==> src/rtl/sc_speedcounter_prescaled.sv <==
// Prescaled up/down speed counter with synchronous load, programmable terminal value,
// wrap or saturate at the bounds, and registered step/overflow/underflow pulses.
module sc_speedcounter_prescaled #(
    parameter int SPEEDCOUNTER_DATAWIDTH = 8,
    parameter int SPEEDCOUNTER_MAXVALUE  = 9,
    parameter int SPEEDCOUNTER_PRESCALE  = 4,
    parameter int SPEEDCOUNTER_WRAPMODE  = 1
) (
    input  logic                              SC_SPEEDCOUNTER_CLOCK_50,
    input  logic                              SC_SPEEDCOUNTER_RESET_InHigh,
    input  logic                              SC_SPEEDCOUNTER_upcount_InLow,
    input  logic                              SC_SPEEDCOUNTER_downcount_InLow,
    input  logic                              SC_SPEEDCOUNTER_load_InLow,
    input  logic [SPEEDCOUNTER_DATAWIDTH-1:0] SC_SPEEDCOUNTER_data_InBUS,
    output logic [SPEEDCOUNTER_DATAWIDTH-1:0] SC_SPEEDCOUNTER_data_OutBUS,
    output logic                              SC_SPEEDCOUNTER_max_OutHigh,
    output logic                              SC_SPEEDCOUNTER_min_OutHigh,
    output logic                              SC_SPEEDCOUNTER_tick_OutHigh,
    output logic                              SC_SPEEDCOUNTER_ovf_OutHigh,
    output logic                              SC_SPEEDCOUNTER_unf_OutHigh
);

    localparam int W    = SPEEDCOUNTER_DATAWIDTH;
    localparam int PS_W = (SPEEDCOUNTER_PRESCALE > 1) ? $clog2(SPEEDCOUNTER_PRESCALE) : 1;
    localparam logic [W-1:0]    MAX_V   = W'(SPEEDCOUNTER_MAXVALUE);
    localparam logic [PS_W-1:0] PS_LAST = PS_W'(SPEEDCOUNTER_PRESCALE - 1);
    localparam bit              WRAP    = (SPEEDCOUNTER_WRAPMODE != 0);

    logic [W-1:0]    count_p0;
    logic [PS_W-1:0] presc_p0;
    logic            tick_p0;
    logic            ovf_p0;
    logic            unf_p0;

    logic dir_valid;
    logic dir_up;
    logic presc_last;

    function automatic logic [W-1:0] clamp_load(input logic [W-1:0] v);
        return (v > MAX_V) ? MAX_V : v;
    endfunction

    function automatic logic [W-1:0] step_up(input logic [W-1:0] v);
        if (v < MAX_V)
            return v + W'(1);
        return WRAP ? '0 : MAX_V;
    endfunction

    function automatic logic [W-1:0] step_down(input logic [W-1:0] v);
        if (v != '0)
            return v - W'(1);
        return WRAP ? MAX_V : '0;
    endfunction

    // Exactly one active-low request selects a direction; both or neither means idle.
    assign dir_valid  = SC_SPEEDCOUNTER_upcount_InLow ^ SC_SPEEDCOUNTER_downcount_InLow;
    assign dir_up     = ~SC_SPEEDCOUNTER_upcount_InLow;
    assign presc_last = (presc_p0 == PS_LAST);

    // Stage p0: prescaler, counter value and step pulses
    always_ff @(posedge SC_SPEEDCOUNTER_CLOCK_50) begin
        if (SC_SPEEDCOUNTER_RESET_InHigh) begin
            count_p0 <= '0;
            presc_p0 <= '0;
            tick_p0  <= 1'b0;
            ovf_p0   <= 1'b0;
            unf_p0   <= 1'b0;
        end else begin
            tick_p0 <= 1'b0;
            ovf_p0  <= 1'b0;
            unf_p0  <= 1'b0;
            if (!SC_SPEEDCOUNTER_load_InLow) begin
                count_p0 <= clamp_load(SC_SPEEDCOUNTER_data_InBUS);
                presc_p0 <= '0;
            end else if (dir_valid) begin
                if (presc_last) begin
                    presc_p0 <= '0;
                    tick_p0  <= 1'b1;
                    if (dir_up) begin
                        count_p0 <= step_up(count_p0);
                        ovf_p0   <= (count_p0 == MAX_V);
                    end else begin
                        count_p0 <= step_down(count_p0);
                        unf_p0   <= (count_p0 == '0);
                    end
                end else begin
                    presc_p0 <= presc_p0 + PS_W'(1);
                end
            end else begin
                presc_p0 <= '0;
            end
        end
    end

    assign SC_SPEEDCOUNTER_data_OutBUS  = count_p0;
    assign SC_SPEEDCOUNTER_max_OutHigh  = (count_p0 == MAX_V);
    assign SC_SPEEDCOUNTER_min_OutHigh  = (count_p0 == '0);
    assign SC_SPEEDCOUNTER_tick_OutHigh = tick_p0;
    assign SC_SPEEDCOUNTER_ovf_OutHigh  = ovf_p0;
    assign SC_SPEEDCOUNTER_unf_OutHigh  = unf_p0;

endmodule
==> config.mk <==
export PLATFORM = sky130hd
export DESIGN_NAME = sc_speedcounter_prescaled
export DESIGN_NICKNAME = d
export VERILOG_FILES = /design/src/rtl/sc_speedcounter_prescaled.sv
export SDC_FILE = /design/constraint.sdc
export NUM_CORES = 1
export LEC_CHECK = 0
export CORE_MARGIN = 2
export CORE_UTILIZATION = 41
export DETAILED_ROUTE_END_ITERATION = 12
export GPL_ROUTABILITY_DRIVEN = 0
export MAX_ROUTING_LAYER = met4
export PLACE_DENSITY = 0.82
export SLEW_MARGIN = 20
export SYNTH_ARGS = -nofsm -noshare
export SYNTH_HDL_FRONTEND = slang
export SYNTH_SLANG_ARGS = --single-unit
==> constraint.sdc <==
create_clock -name SC_SPEEDCOUNTER_CLOCK_50 -period 1.6 [get_ports SC_SPEEDCOUNTER_CLOCK_50]
set_input_delay 0.32 -clock SC_SPEEDCOUNTER_CLOCK_50 [delete_from_list [all_inputs] [get_ports SC_SPEEDCOUNTER_CLOCK_50]]
set_output_delay 0.32 -clock SC_SPEEDCOUNTER_CLOCK_50 [all_outputs]
set_load 0.01 [all_outputs]
* Word level (Yosys, flattened, before mapping)
Cells that the tools add are included.
** Word-level totals
- Bits in latches :: 0
- Memories :: 0
- Memory bits (read-only) :: 0
- Bits in registers :: 13
- Output and inout port bits :: 13
- Memory bits (writable) :: 0
** Operators by class
- Equality and inequality tests :: 4
- Shift operators :: 0
- $mul :: 0
- $add $sub $neg :: 3
- Bitwise logic cells :: 5
- Divide/modulo/power cells :: 0
- Muxes and demuxes :: 22
- Reductions and logical operators :: 7
- Magnitude comparators :: 2
** Operators with widths (count)
- $mux W8 :: 9
- $mux W1 :: 13
- $reduce_or A5 Y1 :: 2
- $add A8 B1 Y8 const B :: 1
- $eq A8 B4 Y1 const B :: 1
- $gt A8 B4 Y1 const B :: 1
- $logic_not A8 Y1 :: 1
- $lt A8 B4 Y1 const B :: 1
- $reduce_bool A8 Y1 :: 1
- $sub A8 B1 Y8 const B :: 1
- $ne A2 B1 Y1 const B :: 2
- $not A1 Y1 :: 4
- $reduce_or A4 Y1 :: 1
- $reduce_or A3 Y1 :: 1
- $add A2 B1 Y2 const B :: 1
- $eq A2 B2 Y1 const B :: 1
- $reduce_and A2 Y1 :: 1
- $xor A1 B1 Y1 :: 1

* Longest topological paths before layout
- Depth after elaboration :: 12
- Gate-level depth with buffers :: 7

* Worst setup path after synthesis
Ideal clock, no wire load.
- Path type :: register to register
- Start point :: register count_p0[0] (netlist: SC_SPEEDCOUNTER_data_OutBUS[0])
- End point :: register count_p0[2] (netlist: SC_SPEEDCOUNTER_data_OutBUS[2])
- Library setup time :: 0.103 ns
- Required time :: 1.497 ns
- Setup slack :: -0.097 ns
- Arrival time :: 1.594 ns
- Cell stages (with the launch flop) :: 7
- Cells stage by stage :: dfxtp_1 -> inv_1 -> ha_1 -> nor2b_1 -> o21ai_2 -> o311a_1 -> a2111oi_2
** Between the ends
- Longest elaborated chain between the ends :: 12
- Elaborated cells on any way between the ends :: 24
- Those cells by class :: add/sub (2); order compare (1); mux (20); reduce/logical (1)
** RTL lines
- start: declaration :: RTL line 29 : logic [W-1:0] count_p0;
- start signal: assignment :: RTL line 73 : count_p0 <= clamp_load(SC_SPEEDCOUNTER_data_InBUS);
- start signal: assignment :: RTL line 80 : count_p0 <= step_up(count_p0);
- start signal: assignment :: RTL line 83 : count_p0 <= step_down(count_p0);
- $lt A8 B4 Y1 / $reduce_bool A8 Y1 (equally long branches) :: RTL line 44, 50
- $mux W1 (on tied branches) :: RTL line 44, 50
- $mux W1 :: RTL line 79 : if (dir_up) begin
- $mux W1 :: RTL line 76 : if (presc_last) begin
- $mux W1 :: RTL line 75 : end else if (dir_valid) begin
- $mux W1 :: RTL line 72 : if (!SC_SPEEDCOUNTER_load_InLow) begin
- $mux W1 :: RTL line 62 : if (SC_SPEEDCOUNTER_RESET_InHigh) begin
- $mux W8 (on tied branches) :: RTL line 46, 52
- $mux W8 * :: RTL line 79
- $mux W8 * :: RTL line 76
- $mux W8 * :: RTL line 75
- $mux W8 * :: RTL line 72
Mark *: on every way between the ends. The rest lies on a longest branch, timed or not. The select of a mux whose other input is x is not followed.
A chain may end at the register's enable or synchronous reset.

* Final worst setup path
- Start point :: register count_p0[7] (netlist: SC_SPEEDCOUNTER_data_OutBUS[7])
- End point :: output port SC_SPEEDCOUNTER_max_OutHigh
** Between the ends
- Longest elaborated chain between the ends :: 1
** RTL lines
- $eq A8 B4 Y1 :: RTL line 96 : assign SC_SPEEDCOUNTER_max_OutHigh = (count_p0 == MAX_V);
- end: declaration :: RTL line 16 : output logic SC_SPEEDCOUNTER_max_OutHigh,
Every way passes these cells.

==> results.sh <==
export IMPL_run_status="finished, violations left"
export IMPL_violations="negative setup slack"
export IMPL_io_buffers=25
export IMPL_htreeDepth=1
export IMPL_initial_core_util=0.434
export IMPL_dp_slack_ps=-429
export IMPL_powerDensity_nw_per_um2=548
export IMPL_area_growth_pct=77.5
export IMPL_syn_area_um2=852
export IMPL_setup_viol=8
export IMPL_hold_path_class="reg -> reg"
export IMPL_grt_pass1_wl_um=4870
export IMPL_synthCells=104
export IMPL_drv_cap=0
export IMPL_drt_pass1_iter_count=4
export IMPL_synth_top_area_share=0.305
export IMPL_synth_ff_latch_count=13
export IMPL_fin_crit_sh=1.09
export IMPL_nNetsFinal=180
export IMPL_grt_use_total=0.274
export IMPL_cts_root_buf="clkbuf_4"
export IMPL_ys_types=42
export IMPL_worst_slack_ps=-139
export IMPL_power_w=0.000830
export IMPL_worstPathArrival_ps=1420
export IMPL_route_antenna_remaining_nets=0
export IMPL_tightestPinTransition_ps=396
export IMPL_wl_per_cell_um=19.2
export IMPL_path_max_fanout=2
export IMPL_clkSinkCount=13
export IMPL_clk_pin_slew_ps=80
export IMPL_cts_tree="done"
export IMPL_vdd_ir_drop_max_mv=0.328
export IMPL_multiInputGateArea_um2=661
export IMPL_holdBufCountCts=0
export IMPL_period_needed_ps=1740
export IMPL_clk_latency_ps=300
export IMPL_cts_buffers=3
export IMPL_fin_skew_ps=2.34
export IMPL_avgViaCountPerCell=6.01
export IMPL_dieArea_um2=2460
export IMPL_grt_setup_unrepaired="true"
export IMPL_grt_max_degree=10
export IMPL_seq_area_frac_synth=0.305
export IMPL_p_leak_nw=0.679
export IMPL_die_w_um=49.6
export IMPL_worst_ep_required_time_ps=1280
export IMPL_diodes=0
export IMPL_remaining_drc_errors=0
export IMPL_grt_overflow=0
export IMPL_yosys_area_top_type="dfxtp_1"
export IMPL_core_um2=1960
export IMPL_cts_buffer_depth=2
export IMPL_wl_um=3610
export IMPL_slew_headroom=0.735
export IMPL_vias=1130
export IMPL_critical_path_class="reg -> out"
export IMPL_yosysWarnings=0
export IMPL_fillers=125
export IMPL_register_area_um2=274
export IMPL_syn_nets=122
export IMPL_antenna_found_initial=0
export IMPL_post_dp_hpwl_um=2030
export IMPL_yosys_top_cells_area="dfxtp_1 31%, ha_1 7.3%, a21oi_1 4.7%"
export IMPL_die_h_um=49.6
export IMPL_drive_gt1_frac=0.410
export IMPL_synth_avg_cell_area_um2=8.19
export IMPL_hold_viol_final=0
export IMPL_grt_pass1_vias=1062
export IMPL_max_freq_mhz=575
export IMPL_cp_end_kind="output port"
export IMPL_drv_slew=0
export IMPL_io_pins=26
export IMPL_drt_iter0_drc=76
export IMPL_rows=16
export IMPL_start_kind="flop"
==> metrics by stage <==
stage	util	cell area [um2]	TNS [ps]	hold WS, ps	instances
6_report	0.771	1510	-562	432	188
2_1_floorplan	-	867	0	389	104
5_1_grt	0.771	1510	-979	462	188
4_1_cts	0.713	1400	-302	434	184
3_5_place_dp	0.680	1330	-2100	422	179
3_3_place_gp	0.680	1330	-1610	413	179
==> cell type report <==
class                   instances  share of cell area
inverters                       7              0.0174
flip-flops and latches         13               0.181
multi-input cells              81               0.437
repair buffers                 56               0.325
well taps                      27              0.0223
clock buffers                   4              0.0174
==> flip-flops by register name (all words and copies together) (netlist names) <==
name,count
SC_SPEEDCOUNTER_data_OutBUS,8
SC_SPEEDCOUNTER_ovf_OutHigh,1
SC_SPEEDCOUNTER_tick_OutHigh,1
SC_SPEEDCOUNTER_unf_OutHigh,1
presc_p0,2
==> Yosys cell counts <==
cell       count
dfxtp_1       13
o311a_1        1
a31oi_1        1
nor3_2         1
o22ai_1        1
a2111oi_2      1
nand2_1       10
o21ai_1        2
nor3b_1        3
clkbuf_1       1
and3_1         3
xnor2_1        3
o21ai_0        1
nor4_4         1
a21o_1         1
nand3_1        3
a32oi_1        1
ha_1           5
nand2b_1       1
nand3b_1       1
inv_1          7
nor4_1         1
o32ai_1        2
o311ai_0       1
buf_2          1
nor2b_1        4
a22oi_1        1
nor2_1         8
a311o_1        1
a21oi_1        8
or3_1          1
nand4_1        1
or4_1          1
a22o_1         1
nor3_1         3
o21a_1         2
mux2i_1        2
and2_1         1
nor4b_1        1
buf_1          1
xor2_1         1
o21ai_2        1
==> cell usage in the layout (no fill, tap or decap), types with 3 or more instances in the layout <==
| master | count |
|---|---|
| buf_4 | 27 |
| clkdlybuf4s50_1 | 13 |
| nand2_1 | 10 |
| dlygate4sd2_1 | 9 |
| nor2_1 | 8 |
| dfxtp_1 | 6 |
| buf_6 | 6 |
| dfxtp_2 | 5 |
| inv_1 | 5 |
| a21oi_1 | 5 |
| nand3_1 | 3 |
| nor3_4 | 3 |
| a21oi_2 | 3 |
| xnor2_1 | 3 |
| ha_1 | 3 |
| clkbuf_4 | 3 |
==> worst max-delay path: stages (launching register included) <==
cell and delay [ps]:
dfxtp_2 350, nor4_4 300, buf_4 180, and3_4 200
buf_6 100
==> power breakdown <==
part           switching (W)  leakage, nW  total (W)  internal, W
sequential        0.00000848        0.109   0.000338     0.000329
clock               0.000124       0.0150   0.000222    0.0000975
combinational       0.000132        0.555   0.000270     0.000139
==> layer usage <==
metal,GRT usage,vias up,share of wire
met1,0.303,498,0.36
met2,0.438,102,0.46
met5,-,-,0
met3,0.0576,32,0.10
met4,0.194,0,0.071
li1,-,498,-
==> kinds of logic (layout without fill, tap and decap cells) <==
kind of cell | Yosys count | in the layout | synth area share
flip-flops | 13 | 13 | 0.305
AND/OR/NAND/NOR | 44 | 44 | 0.294
AO/OA/AOI/OAI | 26 | 26 | 0.217
buffers and inverters | 10 | 67 | 0.0455
multiplexers | 2 | 2 | 0.0235
XOR/XNOR | 4 | 4 | 0.0411
adder cells (fa/ha/maj) | 5 | 5 | 0.0734
==> timing repair <==
| item | 4_1_cts | 5_1_grt |
|---|---|---|
| endpoints found under the hold margin | 0 | 0 |
| endpoints found under the setup margin | 14 | 11 |
| resized for setup | 31 | 19 |
| pin swaps | 9 | 10 |
| buffers inserted | 2 | 4 |
==> worst paths after layout <==
path	start	endpoint	slack, ps	cells after the start
worst max-delay path	SC_SPEEDCOUNTER_data_OutBUS[7]	SC_SPEEDCOUNTER_max_OutHigh	-140	4
worst min-delay path	presc_p0[0]	presc_p0[0]	430	1
worst max register to register	SC_SPEEDCOUNTER_data_OutBUS[7]	SC_SPEEDCOUNTER_data_OutBUS[4]	-110	8
worst min register to register	presc_p0[0]	presc_p0[0]	430	1
Note: power is estimated with default switching activity, not from simulation.
